`config.mk`:
```
export PLATFORM = sky130hd
export DESIGN_NAME = io_reg_bank_flat
export DESIGN_NICKNAME = d
export VERILOG_FILES = /design/src/rtl/io_reg_bank_if.sv /design/src/rtl/io_reg_bank.sv /design/src/flat_wrapper.sv
export SDC_FILE = /design/constraint.sdc
export NUM_CORES = 1
export LEC_CHECK = 0
export ABC_AREA = 1
export CORE_ASPECT_RATIO = 1.2
export CORE_MARGIN = 2
export CORE_UTILIZATION = 45
export DETAILED_ROUTE_END_ITERATION = 12
export DONT_BUFFER_PORTS = 1
export GPL_ROUTABILITY_DRIVEN = 1
export SLEW_MARGIN = 20
export SYNTH_ARGS = -nofsm -noshare
export SYNTH_HDL_FRONTEND = slang
export SYNTH_SLANG_ARGS = --single-unit
```
`constraint.sdc`:
```
create_clock -name i_clk -period 1.2 [get_ports i_clk]
set_input_delay 0.24 -clock i_clk [delete_from_list [all_inputs] [get_ports i_clk]]
set_output_delay 0.24 -clock i_clk [all_outputs]
set_load 0.1 [all_outputs]
```
`src/rtl/io_reg_bank_if.sv`:
```
// io_reg_bank_if: data-memory bus to the I/O register bank.
// The master drives the write strobe, byte enables, word address and data.
// The slave returns read data combinationally from the address.
interface io_reg_bank_if;
  logic        i_wren;
  logic [3:0]  i_bmask;
  logic [3:0]  i_address;
  logic [31:0] i_data;
  logic [31:0] o_data;

  modport master (
    output i_wren, i_bmask, i_address, i_data,
    input  o_data
  );

  modport slave (
    input  i_wren, i_bmask, i_address, i_data,
    output o_data
  );
endinterface

```
`src/rtl/io_reg_bank.sv`:
```
// io_reg_bank: memory-mapped I/O page containing:
//   - byte-writable output registers,
//   - synchronised switches,
//   - buttons, a sticky press-capture register (write-1-to-clear),
//   - a free-running tick counter.
// Optional feature macro IO_DEBOUNCE_EN:
//   defined   -> each button runs through a counter debouncer;
//   undefined -> the debounced value is the synchroniser output.
// Reads are combinational from the address.
module io_reg_bank #(
  parameter int unsigned NUM_OUT    = 4,
  parameter int unsigned SW_W       = 32,
  parameter int unsigned BTN_W      = 4,
  parameter int unsigned DEB_CYCLES = 50000
) (
  input  logic                    i_clk,
  input  logic                    i_rst,
  io_reg_bank_if.slave            bus,
  input  logic [SW_W-1:0]         i_io_sw,
  input  logic [BTN_W-1:0]        i_io_btn,
  output logic [NUM_OUT*32-1:0]   o_out
);

  localparam logic [3:0] ADDR_SW   = 4'h8;
  localparam logic [3:0] ADDR_BTN  = 4'h9;
  localparam logic [3:0] ADDR_CAP  = 4'hA;
  localparam logic [3:0] ADDR_TICK = 4'hB;

  if (NUM_OUT < 1 || NUM_OUT > 8 || SW_W < 1 || SW_W > 32 ||
      BTN_W < 1 || BTN_W > 32 || DEB_CYCLES < 1) begin : g_bad_param
    $error("io_reg_bank: parameter out of range");
  end

  logic [31:0]      out_q [NUM_OUT];
  logic [31:0]      out_d [NUM_OUT];
  logic [SW_W-1:0]  sw_s1_q, sw_s2_q;
  logic [BTN_W-1:0] btn_s1_q, btn_s2_q;
  logic [BTN_W-1:0] db_q, db_d;
  logic [BTN_W-1:0] cap_q, cap_d, cap_clr;
  logic [31:0]      tick_q;
  logic [31:0]      rdata;

  // Byte-masked update of the addressed output register.
  always_comb begin
    for (int unsigned k = 0; k < NUM_OUT; k++) begin
      out_d[k] = out_q[k];
      if (bus.i_wren && bus.i_address == 4'(k)) begin
        for (int unsigned b = 0; b < 4; b++) begin
          if (bus.i_bmask[b]) out_d[k][8*b +: 8] = bus.i_data[8*b +: 8];
        end
      end
    end
  end

  // Output register state.
  always_ff @(posedge i_clk or negedge i_rst) begin
    if (!i_rst) begin
      for (int unsigned k = 0; k < NUM_OUT; k++) out_q[k] <= '0;
    end else begin
      for (int unsigned k = 0; k < NUM_OUT; k++) out_q[k] <= out_d[k];
    end
  end

  // Flatten output registers onto the o_out bus.
  always_comb begin
    o_out = '0;
    for (int unsigned k = 0; k < NUM_OUT; k++) o_out[32*k +: 32] = out_q[k];
  end

  // Two-stage synchronisers for switches and buttons, plus the tick counter.
  always_ff @(posedge i_clk or negedge i_rst) begin
    if (!i_rst) begin
      sw_s1_q  <= '0;
      sw_s2_q  <= '0;
      btn_s1_q <= '0;
      btn_s2_q <= '0;
      tick_q   <= '0;
    end else begin
      sw_s1_q  <= i_io_sw;
      sw_s2_q  <= sw_s1_q;
      btn_s1_q <= i_io_btn;
      btn_s2_q <= btn_s1_q;
      tick_q   <= tick_q + 32'd1;
    end
  end

`ifdef IO_DEBOUNCE_EN
  localparam int unsigned CW = $clog2(DEB_CYCLES + 1);

  logic [CW-1:0] cnt_q [BTN_W];
  logic [CW-1:0] cnt_d [BTN_W];

  // Per-bit debouncer: any agreement restarts the count; the bit toggles
  // after DEB_CYCLES consecutive mismatching edges.
  always_comb begin
    db_d = db_q;
    for (int unsigned i = 0; i < BTN_W; i++) begin
      cnt_d[i] = cnt_q[i];
      if (btn_s2_q[i] == db_q[i]) begin
        cnt_d[i] = '0;
      end else if (cnt_q[i] == CW'(DEB_CYCLES - 1)) begin
        db_d[i]  = ~db_q[i];
        cnt_d[i] = '0;
      end else begin
        cnt_d[i] = cnt_q[i] + CW'(1);
      end
    end
  end

  // Debouncer state.
  always_ff @(posedge i_clk or negedge i_rst) begin
    if (!i_rst) begin
      db_q <= '0;
      for (int unsigned i = 0; i < BTN_W; i++) cnt_q[i] <= '0;
    end else begin
      db_q <= db_d;
      for (int unsigned i = 0; i < BTN_W; i++) cnt_q[i] <= cnt_d[i];
    end
  end
`else
  // Without debouncing the second synchroniser stage is the debounced bit;
  // its next value is the first stage, which feeds rising-edge capture.
  assign db_q = btn_s2_q;
  assign db_d = btn_s1_q;
`endif

  // Capture next state: write-1-to-clear, with a rising edge of db taking priority.
  always_comb begin
    cap_clr = '0;
    if (bus.i_wren && bus.i_address == ADDR_CAP) begin
      for (int unsigned i = 0; i < BTN_W; i++) begin
        cap_clr[i] = bus.i_bmask[i/8] & bus.i_data[i];
      end
    end
    cap_d = (cap_q & ~cap_clr) | (db_d & ~db_q);
  end

  // Capture register state.
  always_ff @(posedge i_clk or negedge i_rst) begin
    if (!i_rst) cap_q <= '0;
    else        cap_q <= cap_d;
  end

  // Combinational read mux; unmapped addresses read zero.
  always_comb begin
    rdata = '0;
    case (bus.i_address)
      ADDR_SW:   rdata = 32'(sw_s2_q);
      ADDR_BTN:  rdata = 32'(db_q);
      ADDR_CAP:  rdata = 32'(cap_q);
      ADDR_TICK: rdata = tick_q;
      default: begin
        for (int unsigned k = 0; k < NUM_OUT; k++) begin
          if (bus.i_address == 4'(k)) rdata = out_q[k];
        end
      end
    endcase
  end

  assign bus.o_data = rdata;

endmodule

```
`src/flat_wrapper.sv`:
```
// flat-port wrapper written by rule: the top's interface ports become plain ports
module io_reg_bank_flat 
#(
  parameter int unsigned NUM_OUT    = 4,
  parameter int unsigned SW_W       = 32,
  parameter int unsigned BTN_W      = 4,
  parameter int unsigned DEB_CYCLES = 50000
)
  (i_clk, i_rst, i_io_sw, i_io_btn, o_out, bus_i_wren, bus_i_bmask, bus_i_address, bus_i_data, bus_o_data);
  io_reg_bank_if bus_i ();
  input  logic i_clk;
  input  logic i_rst;
  input  logic [SW_W-1:0] i_io_sw;
  input  logic [BTN_W-1:0] i_io_btn;
  output logic [NUM_OUT*32-1:0] o_out;
  input wire logic [$bits(bus_i.i_wren)-1:0] bus_i_wren;
  input wire logic [$bits(bus_i.i_bmask)-1:0] bus_i_bmask;
  input wire logic [$bits(bus_i.i_address)-1:0] bus_i_address;
  input wire logic [$bits(bus_i.i_data)-1:0] bus_i_data;
  output wire logic [$bits(bus_i.o_data)-1:0] bus_o_data;
  assign bus_i.i_wren = bus_i_wren;
  assign bus_i.i_bmask = bus_i_bmask;
  assign bus_i.i_address = bus_i_address;
  assign bus_i.i_data = bus_i_data;
  assign bus_o_data = bus_i.o_data;
  io_reg_bank #(.NUM_OUT(NUM_OUT), .SW_W(SW_W), .BTN_W(BTN_W), .DEB_CYCLES(DEB_CYCLES)) u_core (.i_clk(i_clk), .i_rst(i_rst), .bus(bus_i), .i_io_sw(i_io_sw), .i_io_btn(i_io_btn), .o_out(o_out));
endmodule
```
# ---- After elaboration in Yosys (flattened, before gate mapping)
# Index checks and enable logic that the tools add are counted.
dict set report op_classes {
  bitwise_logic 9
  n_shift 0
  reduce_logical 22
  div 0
  n_mux 6
  add_sub_neg 1
  n_eq_ne 7
  order_cmp 0
  n_mul 0
}
# operator count
set ops {}
lappend ops {{$mux 32} 4}
lappend ops {{$pmux 32 s4} 1}
lappend ops {{$add 32x1->32 const B} 1}
lappend ops {{$reduce_and 2->1} 16}
lappend ops {{$eq 4x4->1 const B} 4}
lappend ops {{$and 4x4->4} 2}
lappend ops {{$eq 4x2->1 const B} 2}
lappend ops {{$not 4->4} 2}
lappend ops {{$logic_and 1x1->1} 5}
lappend ops {{$and 1x1->1} 4}
lappend ops {{$eq 4x1->1 const B} 1}
lappend ops {{$logic_not 4->1} 1}
lappend ops {{$mux 4} 1}
lappend ops {{$or 4x4->4} 1}
dict set report totals {
  regBits 236
  memories 0
  latch_bits 0
  inputBits 79
  wordCells 67
  output_inout_bits 160
  ramBits 0
  rom_bits 0
}

# ---- Longest topological paths before layout
dict set report logic_depth {
  word_depth 6
  mapped_depth 9
  mapped_depth_nobuf 8
}

# ---- Worst setup path after synthesis
# OpenSTA, ideal clock, no wires.
dict set report synth_timing {
  kind {flip-flop to output port}
  startpoint {register u_core.out_q (netlist bit u_core.o_out[10])}
  endpoint {output bus_o_data[10]}
  path_slack_ns -0.924
  n_path_buf 0
  required_time_ns 0.960
  stages_incl_launch_ff 5
  arrival_ns 1.884
  path_cell_list {dfrtp_1 nand3_1 nand2_1 nor2_1 nand3_1}
}
dict set report synth_between {
  elab_chain_len 5
}
# item line_no
set synth_lines {}
lappend synth_lines {{start, declared} io_reg_bank.sv:34} ;# logic [31:0] out_q [NUM_OUT];
lappend synth_lines {{$mux 32 (4 in series)} io_reg_bank.sv:154} ;# if (bus.i_address == 4'(k)) rdata = out_q[k];
lappend synth_lines {{$pmux 32 s4} io_reg_bank.sv:147} ;# case (bus.i_address)
lappend synth_lines {{end, declared} flat_wrapper.sv:20} ;# output wire logic [$bits(bus_i.o_data)-1:0] bus_o_data;
# No other way between the ends.

# ---- Worst setup path after layout
dict set report layout_timing {
  startpoint {register u_core.out_q (netlist bit u_core.o_out[6])}
  endpoint {output bus_o_data[6]}
}
# Same word-level chain as after synthesis.

==> key figures <==
Logic synthesis
  • Largest family of logic cells by synthesized area: simple AND/OR/NAND/NOR gates
  • Post-Syn Nets: around 1300
  • Multiplexer share of the synthesized area: 0
  • Ys Warns: 0
  • Flops & latches, synth: 236
  • Cells after Synth: 1219
  • XOR/XNOR share of the synthesized area: 0.0128
  • Sequential area share after synthesis: 0.575
  • Synth Area per Inst: 8.43 um2
  • Synth Area in Compound Gates: 0.0808
  • Post-Synth Simple-Gate Area: 0.262
  • Post-synthesis adder-cell area fraction: 0.00122
  • Cell variety after synth: 21
  • Area of the mapped netlist: 0.0103 mm2

Routing
  • Via count: 10596
  • Routed Antenna Nets: 0
  • Pre-antenna DRT Iters: 6
  • Via density: 5.54
  • WL per Instance: 22.5 um
  • DRC viols: 0
  • WL final: 43100 um
  • Starting DRT DRC Count: 741

Setup path
  • R2r setup slk: -300 ps
  • Worst r2r src: u_core.tick_q[1]$_DFF_PN0_
  • Critical path required time: 960 ps
  • Crit path arrival time: 1600 ps
  • Crit. End Element: output port
  • Crit Path Class: reg -> out
  • R2R depth: 7
  • CP max FO: 2
  • Crit start category: flip-flop
  • Worst r2r dst: u_core.tick_q[14]$_DFF_PN0_

Power and ir drop
  • Maximum vdd drop: 0.00160 V
  • Pwr Density: 1700 mW/mm2
  • Leakage: roughly 8.5 nW

STA
  • Final Cycle Share: 1.53
  • WHS: -601 ps
  • RSZ-0062 raised after global routing: true
  • Final Hold Viols: 236
  • Achievable Freq: 545 MHz
  • Slew headroom: 0.474
  • Worst Skew: 26.4 ps
  • Slew of the pin with the lowest slew margin: 790 ps
  • Max-slew violations: 0
  • Final setup viols: 187
  • Minimum clock period: about 1800 ps
  • Final worst setup slack: -635 ps
  • Setup TNS: -51850 ps

Finish
  • Layout area overhead: 83.1%
  • Finished Cell Area: about 0.019 mm2
  • Filler cells: 1052
  • Seq. cell area: around 0.0062 mm2
  • Layout cells sized above 1: 0.536
  • Multi-input gate area in the final layout: ~0.0054 mm2
  • Nets: 1693

Floorplan
  • Initial Utilization: 0.458
  • FP Rows: 60
  • Die width: 142 um
  • # IOs: 239
  • Die ar.: 0.0241 mm2
  • Core area: roughly 0.022 mm2
  • Die height: 170 um

Placement
  • Final HPWL DP: 23800 um
  • Dpl cell area: 0.0138 mm2
  • Number of port buffers: 0
  • Gpl congestion: between 0.9 and 1

Global route
  • Gr ovfl total: 0
  • Gr usage total: 0.320
  • First-pass GRT wire length: between 50000 and 60000 um
  • Initial antenna violation count: 2
  • Largest net degree at the start of global routing: 237
  • Number of global-route vias before repair: between 10000 and 15000

Status
  • Failing checks: negative hold slack, negative setup slack
  • Status: finished with violations

CTS
  • CTS tree: yes
  • CTS max path bufs: 3
  • Clock latency on the worst-skew pair: 530 ps
  • CTS sink count: 236
  • Num CTS Buffers: 26
  • Root buf cell: clkbuf_16
  • CTS H-tree depth: 1
  • Post-cts hold buffer count: 70
  • Reg clk slew, reported paths: 60 ps

Job
  • Max-cap violations: 0

Hold path
  • HP Class: in -> async
==> per-layer routing <==
metal,wire (um),share of wire,GRT usage,vias to the layer above
li1,-,-,-,4625
met1,15300,0.35,0.388,5286
met2,22500,0.52,0.566,540
met3,3240,0.075,0.0590,145
met4,2150,0.050,0.118,0
met5,0,0,0,-
==> cells in the mapped netlist <==
library cell	instances	area [um2]
nand2_1	377	1420
nor2_4	6	67.6
ha_1	1	12.5
nor2_2	2	12.5
nand2_2	11	68.8
nor2_1	125	469
nand4_1	3	18.8
xor2_1	13	114
o21ai_0	101	505
nand3_1	125	626
inv_2	3	11.3
o21ai_2	24	210
buf_1	1	3.75
buf_6	5	56.3
nand3b_1	2	15.0
o21ai_1	23	115
inv_1	123	462
dfrtp_1	236	5910
xnor2_1	2	17.5
buf_2	29	145
clkbuf_1	7	26.3
==> final cells by class <==
class | count | share of cell area
Antenna cell | 2 | 0.000266
Inverter | 126 | 0.0262
Clock inverter | 9 | 0.00539
Tap cell | 279 | 0.0186
Timing Repair Buffer | 408 | 0.291
Clock buffer | 38 | 0.0418
Sequential cell | 236 | 0.330
Multi-Input combinational cell | 815 | 0.286
==> through the flow <==
stage	utilization	worst slack [ps]	total power [mW]	std cells
2_1_floorplan	-	-260	17.9	1219
3_3_place_gp	0.614	-628	20.0	1717
3_5_place_dp	0.614	-616	20.1	1717
4_1_cts	0.778	-620	30.6	1871
5_1_grt	0.838	-664	32.7	1913
6_report	0.838	-635	32.0	1913
==> power breakdown <==
part           total [mW]  internal, mW  switching, mW  leakage (nW)
clock                8.35          4.97           3.38         0.440
combinational        13.5          4.51           8.95          5.30
sequential           10.2          9.21          0.969          2.78
total                32.0          18.7           13.3          8.53
==> worst max-delay path, cell delays in order (launching register included) <==
cell,delay (ps)
dfrtp_4,480
nand3_2,80
nand2_2,70
nor2_4,130
nand3_4,290
==> placed cells by master, fill, tap and decap left out, drive strengths merged <==
cell / count
nand2: 388
buf: 338
dfrtp: 236
o21ai: 148
nor2: 133
inv: 127
nand3: 125
dlygate4sd3: 70
clkbuf: 38
xor2: 13
clkinv: 5
nand4: 3
diode: 2
nand3b: 2
xnor2: 2
bufinv: 2
ha: 1
clkinvlp: 1
==> cell families after synthesis <==
logic type	after synthesis
xor gates and xnor gates	15
buffers and inverters	168
adders and majority gates	1
and+or+nand+nor	651
DFF	236
AOI/OAI and AO/OA	148
==> worst max-delay path by stage <==
stage,start,endpoint,slack (ps)
after floorplan,u_core.o_out[10]$_DFFE_PN0P_,bus_o_data[10],-260
after global placement,bus_i_address[3],bus_o_data[30],-630
after detailed placement,bus_i_address[3],bus_o_data[30],-620
after CTS,u_core.o_out[65]$_DFFE_PN0P_,bus_o_data[1],-620
after global routing,u_core.o_out[23]$_DFFE_PN0P_,bus_o_data[23],-660
final,u_core.o_out[6]$_DFFE_PN0P_,bus_o_data[6],-640
==> state kept, by name, indices dropped and copies added (netlist names) <==
name,flops
u_core.tick_q,32
u_core.sw_s1_q,32
u_core.sw_s2_q,32
u_core.btn_s1_q,4
u_core.btn_s2_q,4
u_core.o_out,128
u_core.cap_q,4
==> timing repair <==
action | 4_1_cts | 5_1_grt
setup endpoints to repair | 187 | 189
endpoints found under the hold margin | 401 | 236
pin swaps | 137 | 109
setup buffers | 38 | 48
resized for setup | 495 | 266
(Power assumes the default switching activity.)
